File: config.mk
export PLATFORM = sky130hd
export DESIGN_NAME = mem_arbiter
export DESIGN_NICKNAME = d
export VERILOG_FILES = /design/src/rtl/riscv_pkg.sv /design/src/rtl/arb_starve_ctr.sv /design/src/rtl/mem_arbiter.sv
export SDC_FILE = /design/constraint.sdc
export NUM_CORES = 1
export LEC_CHECK = 0
export BUFFER_PORTS_ARGS = -buffer_cell sky130_fd_sc_hd__buf_2
export CAP_MARGIN = 20
export CORE_MARGIN = 8
export CORE_UTILIZATION = 39
export CTS_BUF_LIST = sky130_fd_sc_hd__clkbuf_8
export CTS_CLUSTER_DIAMETER = 80
export DETAILED_ROUTE_END_ITERATION = 16
export HOLD_SLACK_MARGIN = 0.1
export PLACE_DENSITY_LB_ADDON = 0.1
export SLEW_MARGIN = 20
export SYNTH_ARGS = -nofsm -noshare
export SYNTH_HDL_FRONTEND = slang
export SYNTH_HIERARCHICAL = 1
export SYNTH_SLANG_ARGS = --single-unit
File: constraint.sdc
create_clock -name clk_i -period 2.3 [get_ports clk_i]
set_clock_uncertainty 0.2 [all_clocks]
set_input_delay 0.115 -clock clk_i [delete_from_list [all_inputs] [get_ports clk_i]]
set_output_delay 0.115 -clock clk_i [all_outputs]
set_load 0.01 [all_outputs]
File: src/rtl/riscv_pkg.sv
// ---------------------------------------------------------------------------
// riscv_pkg
//   Shared core-wide definitions. This slice holds the pieces used by the
//   unified-memory arbiter:
//     XLEN         - architectural register / address width
//     arb_state_e  - arbiter FSM state encoding
//     arb_owner_e  - which requester owns the in-flight memory transaction
//     mem_req_t    - a latched memory request (we, be, addr, wdata)
//     fetchReq()   - builds the request an instruction fetch turns into
// ---------------------------------------------------------------------------
package riscv_pkg;

  localparam int XLEN = 32;

  typedef enum logic [1:0] {
    ARB_IDLE = 2'd0,
    ARB_REQ  = 2'd1,
    ARB_RESP = 2'd2
  } arb_state_e;

  typedef enum logic [1:0] {
    OWN_NONE = 2'd0,
    OWN_IF   = 2'd1,
    OWN_DM   = 2'd2
  } arb_owner_e;

  typedef struct packed {
    logic            we;
    logic [3:0]      be;
    logic [XLEN-1:0] addr;
    logic [XLEN-1:0] wdata;
  } mem_req_t;

  // A fetch is always a full-word read: all byte lanes on, no write data.
  function automatic mem_req_t fetchReq(input logic [XLEN-1:0] addr);
    mem_req_t r;
    r.we    = 1'b0;
    r.be    = 4'hF;
    r.addr  = addr;
    r.wdata = '0;
    return r;
  endfunction

endpackage

File: src/rtl/arb_starve_ctr.sv
// ---------------------------------------------------------------------------
// arb_starve_ctr
//   Saturating count of data grants made while a fetch was left waiting.
//   Once the count reaches LIMIT, atLimit tells the arbiter to hand the next
//   contested slot to fetch.
// Ports:
//   clk      in   clock
//   rstN     in   asynchronous active-low reset
//   inc      in   a data grant was made with fetch pending
//   clr      in   fetch was granted, or fetch is no longer waiting
//   atLimit  out  count has reached LIMIT
// Parameters:
//   LIMIT    saturation value (1..15)
// ---------------------------------------------------------------------------
module arb_starve_ctr #(
  parameter int LIMIT = 4
) (
  input  logic clk,
  input  logic rstN,
  input  logic inc,
  input  logic clr,
  output logic atLimit
);

  localparam int W = $clog2(LIMIT + 1);
  localparam logic [W-1:0] LimitVal = W'(LIMIT);

  logic [W-1:0] countReg;

  always_ff @(posedge clk or negedge rstN) begin
    if (!rstN) begin
      countReg <= '0;
    end else if (clr) begin
      countReg <= '0;
    end else if (inc && (countReg != LimitVal)) begin
      countReg <= countReg + 1'b1;
    end
  end

  assign atLimit = (countReg == LimitVal);

endmodule

File: src/rtl/mem_arbiter.sv
// ---------------------------------------------------------------------------
// mem_arbiter
//   Shares one single-ported unified memory between the instruction fetch
//   port (if_*) and the load/store port (dm_*). One memory transaction is in
//   flight at a time. Data requests win a contested grant; with the
//   starvation guard built in, fetch is forced after STARVE_LIMIT data grants
//   that left it waiting.
//
//   Build option: define MEM_ARB_STARVE_GUARD_EN to include the starvation
//   guard. Without it arbitration is strict data priority.
//
// Ports:
//   clk_i, rstn_i             clock, asynchronous active-low reset
//   if_req_i/if_addr_i        fetch request and address
//   if_kill_i                 flush: drop the outstanding fetch response
//   if_gnt_o                  fetch accepted (combinational, IDLE only)
//   if_rvalid_o/if_rdata_o    fetch response (rdata is 0 when not valid)
//   dm_req_i/we/be/addr/wdata data request
//   dm_gnt_o                  data accepted (combinational, IDLE only)
//   dm_rvalid_o/dm_rdata_o    data response / write acknowledge
//   mem_req_o/we/be/addr/wdata memory request, driven only in ARB_REQ
//   mem_gnt_i                 memory accepted the request
//   mem_rvalid_i/mem_rdata_i  memory response
//
// Parameters:
//   XLEN          address/data width; must equal riscv_pkg::XLEN because
//                 the latched request uses the package struct
//   STARVE_LIMIT  data grants tolerated before fetch is forced (1..15)
// ---------------------------------------------------------------------------
module mem_arbiter #(
  parameter int XLEN         = riscv_pkg::XLEN,
  parameter int STARVE_LIMIT = 4
) (
  input  logic            clk_i,
  input  logic            rstn_i,
  input  logic            if_req_i,
  input  logic [XLEN-1:0] if_addr_i,
  input  logic            if_kill_i,
  output logic            if_gnt_o,
  output logic            if_rvalid_o,
  output logic [XLEN-1:0] if_rdata_o,
  input  logic            dm_req_i,
  input  logic            dm_we_i,
  input  logic [3:0]      dm_be_i,
  input  logic [XLEN-1:0] dm_addr_i,
  input  logic [XLEN-1:0] dm_wdata_i,
  output logic            dm_gnt_o,
  output logic            dm_rvalid_o,
  output logic [XLEN-1:0] dm_rdata_o,
  output logic            mem_req_o,
  output logic            mem_we_o,
  output logic [3:0]      mem_be_o,
  output logic [XLEN-1:0] mem_addr_o,
  output logic [XLEN-1:0] mem_wdata_o,
  input  logic            mem_gnt_i,
  input  logic            mem_rvalid_i,
  input  logic [XLEN-1:0] mem_rdata_i
);

  import riscv_pkg::*;

  arb_state_e stateReg, stateNext;
  arb_owner_e ownerReg, ownerNext;
  mem_req_t   reqReg, reqNext;
  logic       killReg, killNext;

  logic isIdle, isReq, isResp;
  logic fetchForce;
  logic ifWins, dmWins;
  logic respFire;

  assign isIdle = (stateReg == ARB_IDLE);
  assign isReq  = (stateReg == ARB_REQ);
  assign isResp = (stateReg == ARB_RESP);

  // ------------------------------------------------------------------------
  // Starvation guard
  // ------------------------------------------------------------------------
`ifdef MEM_ARB_STARVE_GUARD_EN
  logic starveInc;
  logic starveClr;

  assign starveInc = dm_gnt_o && if_req_i;
  assign starveClr = if_gnt_o || (isIdle && !if_req_i);

  arb_starve_ctr #(
    .LIMIT(STARVE_LIMIT)
  ) uStarveCtr (
    .clk    (clk_i),
    .rstN   (rstn_i),
    .inc    (starveInc),
    .clr    (starveClr),
    .atLimit(fetchForce)
  );
`else
  // Strict data priority; the limit only matters when the guard is built.
  assign fetchForce = 1'b0 & STARVE_LIMIT[0];
`endif

  // ------------------------------------------------------------------------
  // Arbitration. Grants are gated with rstn_i so that asserting reset
  // silences them immediately even while requests are still held high.
  // ------------------------------------------------------------------------
  assign ifWins = rstn_i && isIdle && if_req_i && (!dm_req_i || fetchForce);
  assign dmWins = rstn_i && isIdle && dm_req_i && !(if_req_i && fetchForce);

  assign if_gnt_o = ifWins;
  assign dm_gnt_o = dmWins;

  // A response is accepted in RESP, or in REQ when the memory grants and
  // answers in the same cycle. rvalid in any other situation is ignored.
  assign respFire = mem_rvalid_i && (isResp || (isReq && mem_gnt_i));

  // ------------------------------------------------------------------------
  // Next-state logic
  // ------------------------------------------------------------------------
  always_comb begin
    stateNext = stateReg;
    ownerNext = ownerReg;
    reqNext   = reqReg;
    killNext  = killReg;

    case (stateReg)
      ARB_IDLE: begin
        killNext = 1'b0;
        if (ifWins) begin
          stateNext = ARB_REQ;
          ownerNext = OWN_IF;
          reqNext   = fetchReq(if_addr_i);
        end else if (dmWins) begin
          stateNext = ARB_REQ;
          ownerNext = OWN_DM;
          reqNext   = '{we: dm_we_i, be: dm_be_i, addr: dm_addr_i, wdata: dm_wdata_i};
        end
      end
      ARB_REQ: begin
        if (mem_gnt_i) begin
          stateNext = mem_rvalid_i ? ARB_IDLE : ARB_RESP;
        end
      end
      ARB_RESP: begin
        if (mem_rvalid_i) begin
          stateNext = ARB_IDLE;
        end
      end
      default: begin
        stateNext = ARB_IDLE;
      end
    endcase

    // A flush seen at any point while fetch owns the memory poisons the
    // response; the memory side still runs to completion.
    if (!isIdle && (ownerReg == OWN_IF) && if_kill_i) begin
      killNext = 1'b1;
    end

    // Transaction finished: forget the owner and the kill marker.
    if (!isIdle && (stateNext == ARB_IDLE)) begin
      killNext  = 1'b0;
      ownerNext = OWN_NONE;
      reqNext   = '0;
    end
  end

  always_ff @(posedge clk_i or negedge rstn_i) begin
    if (!rstn_i) begin
      stateReg <= ARB_IDLE;
      ownerReg <= OWN_NONE;
      reqReg   <= '0;
      killReg  <= 1'b0;
    end else begin
      stateReg <= stateNext;
      ownerReg <= ownerNext;
      reqReg   <= reqNext;
      killReg  <= killNext;
    end
  end

  // ------------------------------------------------------------------------
  // Memory side: fields come straight from registers, so they are stable
  // for the whole of ARB_REQ and zero elsewhere.
  // ------------------------------------------------------------------------
  assign mem_req_o   = isReq;
  assign mem_we_o    = isReq ? reqReg.we    : 1'b0;
  assign mem_be_o    = isReq ? reqReg.be    : 4'h0;
  assign mem_addr_o  = isReq ? reqReg.addr  : '0;
  assign mem_wdata_o = isReq ? reqReg.wdata : '0;

  // ------------------------------------------------------------------------
  // Response routing. A kill arriving in the response cycle itself also
  // suppresses the fetch response.
  // ------------------------------------------------------------------------
  assign if_rvalid_o = respFire && (ownerReg == OWN_IF) && !killReg && !if_kill_i;
  assign dm_rvalid_o = respFire && (ownerReg == OWN_DM);

  assign if_rdata_o = if_rvalid_o ? mem_rdata_i : '0;
  assign dm_rdata_o = dm_rvalid_o ? mem_rdata_i : '0;

endmodule
# After elaboration in Yosys (flattened, before gate mapping)
# Cells that the tools add are included.
[word_totals] word_cells=58 out_inout_bits=138 reg_bits=74 inputBits=140
[classes] reduce_logical=24 n_mux=23 n_eq_ne=4
[op_table] cell="$mux 69" n=4
[op_table] cell="$mux 32" n=4
[op_table] cell="$mux 2" n=9
[op_table] cell="$logic_and 1x1->1" n=13
[op_table] cell="$pmux 2 s3" n=1
[op_table] cell="$reduce_bool 3->1" n=2
[op_table] cell="$eq 2x1->1 const B" n=2
[op_table] cell="$eq 2x2->1 const B" n=2
[op_table] cell="$logic_not 1->1" n=4
[op_table] cell="$logic_not 2->1" n=2
[op_table] cell="$mux 1" n=4
[op_table] cell="$mux 4" n=1
[op_table] cell="$reduce_and 2->1" n=1
[op_table] cell="$reduce_bool 2->1" n=1
[op_table] cell="$logic_or 1x1->1" n=1

# Logic depth before layout (Yosys ltp)
# Gate-level depths: netlist of run 1.
[depth] word_depth=10 ltp_mapped=7 mapped_depth_nobuf=4

# Worst setup path before layout of run 1
# Ideal clock, no wire load.
[synth_timing] path_kind="register to output" startpoint="register ownerReg[1]" endpoint="output port if_rdata_o[22]" path_buffers=1 path_stages_with_launch=5 slack_ns=0.293 t_arrival_ns=1.692 required_time_ns=1.985 path_cell_list="dfrtp_1 or4b_1 a211oi_2 clkbuf_1 and2_1"
[synth_via] elab_chain_len=5
[synth_rtl] item="start, declared" line="mem_arbiter.sv:63" source="arb_owner_e ownerReg, ownerNext;"
[synth_rtl] item="start signal, assigned" line="mem_arbiter.sv:173" source="ownerReg <= ownerNext;"
[synth_rtl] item="$eq 2x1->1" line="mem_arbiter.sv:193" source="assign if_rvalid_o = respFire && (ownerReg == OWN_IF) && !killReg && !if_kill_i;"
[synth_rtl] item="$logic_and 1x1->1 (3 in series)" line="mem_arbiter.sv:193"
[synth_rtl] item="net if_rvalid_o" line="mem_arbiter.sv:40" source="output logic if_rvalid_o,"
[synth_rtl] item="$mux 32" line="mem_arbiter.sv:196" source="assign if_rdata_o = if_rvalid_o ? mem_rdata_i : '0;"
[synth_rtl] item="end, declared" line="mem_arbiter.sv:41" source="output logic [XLEN-1:0] if_rdata_o,"
# The timed path passes the listed nets, and every way through them passes these cells.

# Worst setup path after layout of run 1
[layout_timing] startpoint="register killReg" endpoint="output port if_rdata_o[14]"
[layout_via] elab_chain_len=4
[layout_rtl] item="start, declared" line="mem_arbiter.sv:65" source="logic killReg, killNext;"
[layout_rtl] item="start signal, assigned" line="mem_arbiter.sv:175" source="killReg <= killNext;"
[layout_rtl] item="$logic_not 1->1" line="mem_arbiter.sv:193"
[layout_rtl] item="$logic_and 1x1->1 (2 in series)" line="mem_arbiter.sv:193"
[layout_rtl] item="$mux 32" line="mem_arbiter.sv:196"
# Every way passes these cells.

==> results of run 1 <==
cell usage after synthesis (all sizes together):
library cell and n:
and2 133, a2111oi 1, o21ai 1, nor2 2, nand3 1, nor3 33
nand2b 2, or3b 1, a21o 2, a31oi 5, a311oi 32, nand2 73
or4b 1, dfrtp 74, inv 5, o211a 1, a211oi 1, a22o 33
nand4bb 1, a2bb2oi 1, clkbuf 34, buf 10, a21oi 2, nand3b 1
or2 1, nor2b 1
worst register-to-register path, delay by kind of cell, from the launching register on:
| family | cells | cell delay [ns] |
|---|---|---|
| compound gates | 2 | 0.26 |
| buf+inv | 3 | 0.89 |
| flops | 1 | 0.42 |
| simple gates | 1 | 0.43 |
power by group:
part / leakage (nW) / internal, W / switching [W]
Clock: 0.0917 / 0.000499 / 0.000488
Sequential: 0.954 / 0.00171 / 0.000209
Combinational: 2.85 / 0.000953 / 0.000971
per-layer routing:
layer	vias up	routed length (µm)
met5	-	0
met2	267	9580
met1	2402	7160
met4	0	818
li1	2330	-
met3	61	1330
worst paths after layout:
path | from | cells past startpoint | endpoint | slack [ns]
worst max-delay path | killReg | 5 | if_rdata_o[14] | -0.11
worst min-delay path | if_req_i | 4 | ownerReg[1] | 0.20
worst max register to register | stateReg[1] | 6 | stateReg[0] | 0.03
worst min register to register | reqReg[16] | 1 | reqReg[16] | 0.29
max in group asynchronous | rstn_i | 3 | stateReg[1] | 0.79
min in group asynchronous | rstn_i | 3 | reqReg[64] | 0.42
placed cells by master (no fill, tap or decap), types with 2 or more instances in the layout:
| cell | n |
|---|---|
| a21o_1 | 2 |
| a22o_1 | 33 |
| a311oi_1 | 31 |
| a31oi_1 | 5 |
| and2_1 | 96 |
| and2_4 | 37 |
| buf_12 | 2 |
| buf_2 | 239 |
| buf_4 | 27 |
| buf_6 | 45 |
| buf_8 | 2 |
| clkbuf_8 | 9 |
| clkinvlp_4 | 2 |
| dfrtp_1 | 72 |
| dfrtp_2 | 2 |
| diode_2 | 7 |
| dlygate4sd3_1 | 108 |
| inv_1 | 3 |
| inv_2 | 2 |
| nand2_1 | 73 |
| nor2_1 | 2 |
| nor3_1 | 33 |
sequential cells by signal (all words and copies together), names as in the netlist:
register,cells
stateReg,2
ownerReg,2
reqReg,69
killReg,1
kinds of logic (layout without fill, tap and decap cells):
group	count (synthesis)	in the layout	synth area share, %
other cells	0	7	0
buf+inv	49	443	5.51
flops	74	74	45.1
simple gates	250	250	32.8
compound gates	79	79	16.6
cell type report:
class / instances / area [µm²] / area share [%]
diodes: 7 / 17.5 / 0.234
clock buffers: 9 / 124 / 1.66
clock inverters: 6 / 67.6 / 0.903
inverters: 5 / 18.8 / 0.251
multi-input cells: 329 / 2170 / 29.1
flip-flops and latches: 74 / 1850 / 24.8
well taps: 136 / 170 / 2.27
repair buffers: 423 / 3060 / 40.8
through the flow:
stage,utilization (%),hold WS [ns]
3_5_place_dp,54.6,0.122
4_1_cts,69.1,0.163
6_report,72.8,0.197
3_3_place_gp,54.6,0.126
5_1_grt,72.8,0.229
2_1_floorplan,-,-0.381
repair_timing:
item / 4_1_cts / 5_1_grt
setup buffers: 9 / 8
endpoints found under the hold margin: 146 / 0
hold buffers: 108 / 0
pin swaps: 20 / 24
gates cloned: 5 / 3
endpoints found under the setup margin: 67 / 67
gates resized for setup: 31 / 79
==> metrics.md, run 1 <==
| Metric | Value |
|---|---|
| Maximum clock frequency | 0.415 GHz |
| Worst slew pin tran | 0.943 ns |
| Failing checks | negative setup slack |
| Crit Path Class | flip-flop to output pin |
| Rel. slew slack | 37.1% |
| Top Ports | 278 |
| Crit-path leading delay family | simple AND/OR/NAND/NOR gates |
| Vias per cell | 5.12 |
| Peak supply drop | 0.384 mV |
| Worst Path Buf+Inv | 2 |
| TritonCTS clock tree | done |
| CTS Buf Count | 9 |
| PD cells | 645 mW/mm² |
| Synth top area share | 45.1% |
| Met1 capacity usage during global routing | 26.7% |
| Sink Count | 74 |
| Final Instance Count excl. Fillers | 989 |
| Routed length per instance | 19.1 µm |
| Pre-CTS setup slack | 0.236 ns |
| Design area | 0.00748 mm² |
| Setup TNS | -1.75 ns |
| Syn-to-layout area delta | 82.2% |
| Full die area | 0.0141 mm² |
| Placed instance count | 836 |
| Clk slew on worst S/H paths | 0.08 ns |
| Met3 usage in global routing | 6.28% |
| Cell Area, Synth | 0.00411 mm² |
| Ranking of synthesized cells by area | dfrtp_1 45%, and2_1 20%, a22o_1 7.0% |
| Leak | 3.89 nW |
| Max Root-Sink Buffers | 2 |
| Synthesized Nets | 592 |
| Dpl hpwl | 11.2 mm |
| Crit path DAT | 2.09 ns |
| Die Y | 119 µm |
| Worst Hold Class | primary input to flip-flop |
| Tot Pwr | 0.00483 W |
| GRT met2 Usage | 43.3% |
| Nets | 982 |
| Tmin final | 2.41 ns |
| Cell count after synthesis | 452 |
| GRT Total Usage | 24.5% |
| Starting DRT DRC Count | 299 |
| Drt drc | 0 |
| Global-route layer with the greatest usage | met2 |
| Crit path launch type | flip-flop |
| Max cap viols | 0 |
| Largest net degree at the start of global routing | 75 |
| Seq cells post-synth | 74 |
| Root Buffer | clkbuf_8 |
| Crit share post-route | 105% |
| IO buf count | 277 |
| Ys Warns | 6 |
| H-tree levels | 3 |
| CP max-delay cell | or4b_4 |
| Final ANT Viol Nets | 0 |
| Layout cells sized above 1 | 45.0% |
| Via count | 5060 |
| Placer congestion estimate | 0.930 |
| DP Area | 0.00561 mm² |
| Slew Viols, Final | 0 |
| Fillers | 774 |
| Row cnt | 37 |
| Cell mode on critical path | buf_2 |
| Slowest cell delay on critical path | 0.53 ns |
| Clock Latency Late Sink | 0.34 ns |
| Avg Inst Size Synth | 9.09 µm² |
| First-pass GRT wire length | 28.3 mm |
| Register area share after synthesis | 45.1% |
| Antenna violations before repair | 7 |
| Worst-path cell chain | or4b_4, a211oi_4, buf_2, and2_1, buf_2 |
| Starting Density | 40.0% |
| Crit. End Element | output pin |
| RSZ-0062 raised after global routing | yes |
| Number of global-route vias before repair | 5339 |
| Yosys top cell by area | dfrtp_1 |
| Core Box Area | 0.0103 mm² |
| Yosys cell types | 30 |
| Critical Path RT | 1.99 ns |
| TritonRoute pass-1 iters | 4 |
| Outcome | finished, violations left |
| Die W | 119 µm |
| Critical Path Fanout Max | 8 |
| Hold Fails Final Rpt | 0 |
| GRT overflow | 0 |
| Setup violators final | 33 |
| Total wire length | 18.9 mm |
| Setup slack after layout | -0.108 ns |
No activity file was read; power rests on OpenSTA's default activity.
==> run 2, diff against run 1 <==
--- a/config.mk
+++ b/config.mk
@@ -8,12 +8,13 @@
 export BUFFER_PORTS_ARGS = -buffer_cell sky130_fd_sc_hd__buf_2
 export CAP_MARGIN = 20
 export CORE_MARGIN = 8
-export CORE_UTILIZATION = 39
+export CORE_UTILIZATION = 43
 export CTS_BUF_LIST = sky130_fd_sc_hd__clkbuf_8
 export CTS_CLUSTER_DIAMETER = 80
 export DETAILED_ROUTE_END_ITERATION = 16
 export HOLD_SLACK_MARGIN = 0.1
 export PLACE_DENSITY_LB_ADDON = 0.1
+export REMOVE_ABC_BUFFERS = 1
 export SLEW_MARGIN = 20
 export SYNTH_ARGS = -nofsm -noshare
 export SYNTH_HDL_FRONTEND = slang
==> run 2 against run 1 <==
Against the previous run:
- the flow still finishes with violations (negative setup slack)
- first-iteration DRC count is 67% higher
- non-clock buffer count is 7 lower
- core utilization is 7.4 points higher
- flip-flop and latch count stayed put
- final cell count is 1.4% lower
- final area is 0.90% lower
- maximum frequency is 0.94% lower
- die area is 8.1% lower
==> metrics.md, run 2 (synthesis results as in run 1) <==
| Metric | Value |
|---|---|
| Max Root-Sink Buffers | 2 (unchanged) |
| Full die area | 0.0129 mm² (was 0.0141 mm²) |
| Crit share post-route | 106% (was 105%) |
| H-tree levels | 3 (unchanged) |
| Die W | 114 µm (was 119 µm) |
| TritonRoute pass-1 iters | 5 (was 4) |
| Tmin final | 2.43 ns (was 2.41 ns) |
| Critical path startpoint | stateReg[1] (was killReg) |
| Max reg flops | 69 (unchanged) |
| GRT overflow | 0 (unchanged) |
| Regs by FF count | reqReg x69, ownerReg x2, stateReg x2 (unchanged) |
| Leak | 3.85 nW (was 3.89 nW) |
| Clock Latency Late Sink | 0.36 ns (was 0.34 ns) |
| Placed instance count | 829 (was 836) |
| CP endpoint | dm_rdata_o[24] (was if_rdata_o[14]) |
| Met3 wire length | 1.47 mm (was 1.33 mm) |
| Maximum clock frequency | 0.411 GHz (was 0.415 GHz) |
| Fillers | 565 (was 774) |
| Dpl hpwl | 11.1 mm (was 11.2 mm) |
| Final ANT Viol Nets | 0 (unchanged) |
| Antenna violations before repair | 6 (was 7) |
| Min-delay src | if_req_i (unchanged) |
| Setup slack after layout | -0.131 ns (was -0.108 ns) |
| Crit path DAT | 2.12 ns (was 2.09 ns) |
| Worst Hold Class | primary input to flip-flop (unchanged) |
| Vias per cell | 5.40 (was 5.12) |
| Total wire length | 19.8 mm (was 18.9 mm) |
| WL met2 | 10.1 mm (was 9.58 mm) |
| Hold Crit Depth | 5 (was 4) |
| Outcome | finished, violations left (unchanged) |
| Minimum hold slack | 0.150 ns (was 0.197 ns) |
| Wl on met1 | 6.87 mm (was 7.16 mm) |
| Row cnt | 35 (was 37) |
| First-pass GRT wire length | 28.3 mm (about the same) |
| Top Ports | 278 (unchanged) |
| Starting Density | 44.5% (was 40.0%) |
| Max cap viols | 0 (unchanged) |
| IO buf count | 277 (unchanged) |
| Clk slew on worst S/H paths | 0.08 ns (about the same) |
| Setup violators final | 64 (was 33) |
| Layout cells sized above 1 | 44.5% (was 45.0%) |
| Nets | 975 (was 982) |
| TritonCTS clock tree | done (unchanged) |
| Slew Viols, Final | 0 (unchanged) |
| CTS Buf Count | 9 (unchanged) |
| FF-to-FF Start | stateReg[1] (unchanged) |
| Placer congestion estimate | 0.900 (was 0.930) |
| Rel. slew slack | 37.3% (was 37.1%) |
| Sink Count | 74 (unchanged) |
| RR Endpoint | reqReg[35] (was stateReg[0]) |
| Setup TNS | -3.05 ns (was -1.75 ns) |
| Via count | 5262 (was 5060) |
| Most flops, register | reqReg (unchanged) |
| Worst R2R Path Depth | 5 (was 6) |
| Worst slew pin tran | 0.940 ns (was 0.943 ns) |
| Final Instance Count excl. Fillers | 975 (was 989) |
| PD cells | 654 mW/mm² (was 645 mW/mm²) |
| Drt drc | 0 (unchanged) |
| Syn-to-layout area delta | 80.5% (was 82.2%) |
| GRT Total Usage | 27.5% (was 24.5%) |
| Routed length per instance | 20.3 µm (was 19.1 µm) |
| Failing checks | negative setup slack (unchanged) |
| Most frequent cells in the layout | 237 x buf_2, 108 x dlygate4sd3_1, 95 x and2_1, 73 x nand2_1, 72 x dfrtp_1 (was 239 x buf_2, 108 x dlygate4sd3_1, 96 x and2_1, 73 x nand2_1, 72 x dfrtp_1) |
| RSZ-0062 raised after global routing | yes (unchanged) |
| Root Buffer | clkbuf_8 (unchanged) |
| Critical Path Fanout Max | 8 (unchanged) |
| DR top layer | met4 (unchanged) |
| Crit. End Element | output pin (unchanged) |
| Largest net degree at the start of global routing | 75 (unchanged) |
| Multi-input gate area | 0.00217 mm² (about the same) |
| Die Y | 114 µm (was 119 µm) |
| Peak supply drop | 0.554 mV (was 0.384 mV) |
| Hold Fails Final Rpt | 0 (unchanged) |
| Tot Pwr | 0.00485 W (was 0.00483 W) |
| Crit Path Class | flip-flop to output pin (unchanged) |
| Crit path launch type | flip-flop (unchanged) |
| Reg-to-reg slack, setup | 0.22 ns (was 0.03 ns) |
| Critical Path RT | 1.99 ns (about the same) |
| Reg area | 0.00185 mm² (unchanged) |
| Core Box Area | 0.00924 mm² (was 0.0103 mm²) |
| Number of global-route vias before repair | 5478 (was 5339) |
| Commonest non-fill, non-tap cell in the layout | buf_2 (unchanged) |
| Starting DRT DRC Count | 499 (was 299) |
==> run 2: cell count changes in the layout (fill, tap and decap cells not counted), moves of 2 or more <==
cell,before,now
buf_4,27,21
buf_6,45,49
buf_2,239,237
buf_12,2,0
==> run 2: cell type report <==
cell class / count / share of cell area [%]
antenna: 6 / 0.202
timing repair buffer: 416 / 40.3
sequential: 74 / 25.0
tap: 129 / 2.18
clock inverter: 6 / 0.894
clock buffer: 10 / 1.86
multi-input combinational: 329 / 29.3
inverter: 5 / 0.253
==> run 2: critical path: stages, from the launching register on <==
cell,delay [ns]
dfrtp_2,0.43
nand3b_1,0.28
a2111oi_4,0.48
buf_4,0.26
and2_1,0.17
buf_2,0.14
==> run 2: metrics by stage <==
step	setup WS [ns]	cell area, µm²	utilization [%]
CTS	-0.0180	7070	76.5
floorplan	-0.771	3900	-
detailed placement	0.256	5590	60.5
global placement	0.329	5590	60.5
global route	-0.243	7420	80.3
finish	-0.131	7420	80.3
==> run 2: worst min-delay path by stage <==
| stage | endpoint | slack [ns] |
|---|---|---|
| 2_1_floorplan | killReg | -0.38 |
| 3_3_place_gp | stateReg[1] | 0.12 |
| 3_5_place_dp | stateReg[1] | 0.12 |
| 6_report | reqReg[54] | 0.15 |
| 4_1_cts | reqReg[41] | 0.15 |
| 5_1_grt | reqReg[54] | 0.19 |
==> run 2: metal layers <==
| layer | vias up | global-route usage [%] |
|---|---|---|
| met3 | 93 | 7.24 |
| met1 | 2514 | 29.2 |
| li1 | 2325 | - |
| met4 | 0 | 18.4 |
| met2 | 330 | 47.3 |
| met5 | - | 0 |
==> run 2: repair_timing <==
action	CTS	global route
setup endpoints to repair	66	67
pin swaps	18	22
gates cloned	6	0
hold endpoints to repair	146	0
hold buffers	108	0
resized for setup	29	87
buffers inserted	9	2
==> run 2: report_power, final <==
part,internal (W),switching [W]
registers,0.00171,0.000226
clock network,0.000530,0.000510
logic,0.000910,0.000969
total,0.00315,0.00171
==> run 3, diff against run 2 <==
--- a/config.mk
+++ b/config.mk
@@ -13,7 +13,7 @@
 export CTS_CLUSTER_DIAMETER = 80
 export DETAILED_ROUTE_END_ITERATION = 16
 export HOLD_SLACK_MARGIN = 0.1
-export PLACE_DENSITY_LB_ADDON = 0.1
+export PLACE_DENSITY_LB_ADDON = 0.2
 export REMOVE_ABC_BUFFERS = 1
 export SLEW_MARGIN = 20
 export SYNTH_ARGS = -nofsm -noshare
==> run 3 against run 2 <==
Against the previous run:
- the flow still finishes with violations (negative setup slack)
- maximum frequency increased by 3.6%
- sequential power about the same
- sequential share of layout area increased by 1.3 points
- power decreased by 0.96%
- final cell count decreased by 1.2%
- final area decreased by 5.0%
- first-iteration DRC count decreased by 19%
- combinational power decreased by 3%
- clock power about the same
- largest power group unchanged
==> metrics.md, run 3 (synthesis results as in run 1) <==
| Metric | Value |
|---|---|
| Outcome | finished, violations left (unchanged) |
| Failing checks | negative setup slack (unchanged) |
| Commonest non-fill, non-tap cell in the layout | buf_2 (unchanged) |
| Tot Pwr | 0.00481 W (was 0.00485 W) |
| Setup slack after layout | -0.0459 ns (was -0.131 ns) |
| H-tree levels | 3 (unchanged) |
| Sw power | 0.00166 W (was 0.00171 W) |
| Number of global-route vias before repair | 5275 (was 5478) |
| Tmin final | 2.35 ns (was 2.43 ns) |
| Minimum hold slack | 0.220 ns (was 0.150 ns) |
| Root Buffer | clkbuf_8 (unchanged) |
| Top Ports | 278 (unchanged) |
| Core Box Area | 0.00924 mm² (unchanged) |
| Leak | 3.74 nW (was 3.85 nW) |
| Final ANT Viol Nets | 0 (unchanged) |
| PD cells | 682 mW/mm² (was 654 mW/mm²) |
| Sink Count | 74 (unchanged) |
| Crit Path Class | flip-flop to output pin (unchanged) |
| Reg-to-reg slack, setup | 0.02 ns (was 0.22 ns) |
| TritonCTS clock tree | done (unchanged) |
| Via count | 5025 (was 5262) |
| Total wire length | 18.0 mm (was 19.8 mm) |
| Syn-to-layout area delta | 71.5% (was 80.5%) |
| RR Endpoint | stateReg[0] (was reqReg[35]) |
| GRT Total Usage | 26.7% (was 27.5%) |
| Reg power frac | 40.4% (was 39.8%) |
| CTS Buf Count | 9 (unchanged) |
| Most frequent cells in the layout | 270 x buf_2, 132 x and2_1, 107 x dlygate4sd3_1, 73 x nand2_1, 72 x dfrtp_1 (was 237 x buf_2, 108 x dlygate4sd3_1, 95 x and2_1, 73 x nand2_1, 72 x dfrtp_1) |
| Rel. slew slack | 38.3% (was 37.3%) |
| Hold Crit Depth | 5 (unchanged) |
| Nets | 963 (was 975) |
| Logic pwr share | 37.9% (was 38.7%) |
| Layout cells sized above 1 | 39.0% (was 44.5%) |
| TritonRoute pass-1 iters | 5 (unchanged) |
| Worst R2R Path Depth | 5 (unchanged) |
| Crit path DAT | 2.03 ns (was 2.12 ns) |
| Setup violators final | 26 (was 64) |
| IO buf count | 277 (unchanged) |
| Peak supply drop | 0.376 mV (was 0.554 mV) |
| GRT overflow | 0 (unchanged) |
| Crit share post-route | 102% (was 106%) |
| Full die area | 0.0129 mm² (unchanged) |
| FF-to-FF Start | stateReg[0] (was stateReg[1]) |
| RSZ-0062 raised after global routing | yes (unchanged) |
| Clock share of power | 21.7% (was 21.4%) |
| Slowest cell delay on critical path | 0.47 ns (was 0.48 ns) |
| Min-Delay Endpoint | ownerReg[1] (was reqReg[54]) |
| Cell Int Power | 0.00315 W (about the same) |
| Placer congestion estimate | 0.965 (was 0.900) |
| Maximum clock frequency | 0.426 GHz (was 0.411 GHz) |
| Slew Viols, Final | 0 (unchanged) |
| Max Root-Sink Buffers | 2 (unchanged) |
| Clk slew on worst S/H paths | 0.08 ns (about the same) |
| Worst Hold Class | primary input to flip-flop (unchanged) |
| Worst slew pin tran | 0.925 ns (was 0.940 ns) |
| DP Area | 0.00567 mm² (was 0.00559 mm²) |
| Largest net degree at the start of global routing | 75 (unchanged) |
| Die Y | 114 µm (unchanged) |
| Critical Path RT | 1.99 ns (about the same) |
| Min-delay src | dm_req_i (was if_req_i) |
| Critical Path Fanout Max | 16 (was 8) |
| Row cnt | 35 (unchanged) |
| First-pass GRT wire length | 27.4 mm (was 28.3 mm) |
| Fillers | 652 (was 565) |
| Clock Latency Late Sink | 0.33 ns (was 0.36 ns) |
| Crit. End Element | output pin (unchanged) |
| Design area | 0.00704 mm² (was 0.00742 mm²) |
| Max reg flops | 69 (unchanged) |
| Starting DRT DRC Count | 404 (was 499) |
| Hold Fails Final Rpt | 0 (unchanged) |
| Starting Density | 44.5% (unchanged) |
| Worst-path cell chain | nand2b_2, a2111oi_4, buf_4, clkbuf_16, and2_1, buf_2 (was nand3b_1, a2111oi_4, buf_4, and2_1, buf_2) |
| Vias per cell | 5.22 (was 5.40) |
| CP max-delay cell | dfrtp_2 (was a2111oi_4) |
| Crit path launch type | flip-flop (unchanged) |
| Sw Ratio | 34.4% (was 35.1%) |
| Die W | 114 µm (unchanged) |
| Max cap viols | 0 (unchanged) |
| Dpl hpwl | 11.8 mm (was 11.1 mm) |
| Most flops, register | reqReg (unchanged) |
| Drt drc | 0 (unchanged) |
| Routed length per instance | 18.7 µm (was 20.3 µm) |
| Regs by FF count | reqReg x69, ownerReg x2, stateReg x2 (unchanged) |
| Antenna violations before repair | 6 (unchanged) |
run 3: worst max path at each step:
| stage | to | start |
|---|---|---|
| floorplan | reqReg[38] | stateReg[0] |
| global route | dm_rdata_o[5] | stateReg[1] |
| CTS | dm_rdata_o[27] | stateReg[1] |
| finish | dm_rdata_o[5] | stateReg[0] |
| global placement | dm_rdata_o[8] | stateReg[1] |
| detailed placement | dm_rdata_o[7] | stateReg[1] |
run 3: layout make-up:
cell class | instances | area, µm² | area share [%]
Sequential cell | 74 | 1850 | 26.3
Tap cell | 129 | 161 | 2.29
Antenna cell | 6 | 15.0 | 0.213
Inverter | 5 | 18.8 | 0.266
Timing Repair Buffer | 404 | 2730 | 38.8
Multi-Input combinational cell | 329 | 2060 | 29.2
Clock inverter | 5 | 52.6 | 0.746
Clock buffer | 11 | 151 | 2.15
run 3: power by group through the flow:
stage               clock network [W]  registers (W)  logic [W]
floorplan                           0        0.00187   0.000923
global route                  0.00112        0.00198    0.00199
detailed placement                  0        0.00194    0.00162
finish                        0.00104        0.00194    0.00182
CTS                           0.00106        0.00193    0.00178
global placement                    0        0.00193    0.00159
run 3: worst max-delay path, delay by kind of cell, from the launching register on:
kind                   cells  cell delay (ns)
buffers and inverters      3             0.48
AO/OA/AOI/OAI              1             0.35
AND/OR/NAND/NOR            2             0.39
flip-flops                 1             0.47
run 3: per-stage QoR:
step	util, %	instances	worst slack (ns)	setup TNS [ns]
5_1_grt	76.2	963	-0.123	-4.03
2_1_floorplan	-	408	-0.771	-83.14
6_report	76.2	963	-0.0459	-0.428
4_1_cts	75.2	954	0.00346	0
3_3_place_gp	61.3	831	0.323	0
3_5_place_dp	61.3	831	0.284	0
run 3: per-layer routing:
layer | share of wire (%) | global-route usage, %
met1 | 34 | 27.6
met2 | 54 | 47.9
met3 | 7.6 | 6.39
met4 | 4.1 | 16.4
met5 | 0 | 0
run 3: timing repair:
| action | in CTS | in global routing |
|---|---|---|
| buffers inserted | 0 | 2 |
| resized for setup | 4 | 8 |
| endpoints found under the setup margin | 64 | 66 |
| hold buffers | 107 | 0 |
| pin swaps | 3 | 0 |
| gates cloned | 0 | 1 |
| endpoints found under the hold margin | 146 | 0 |
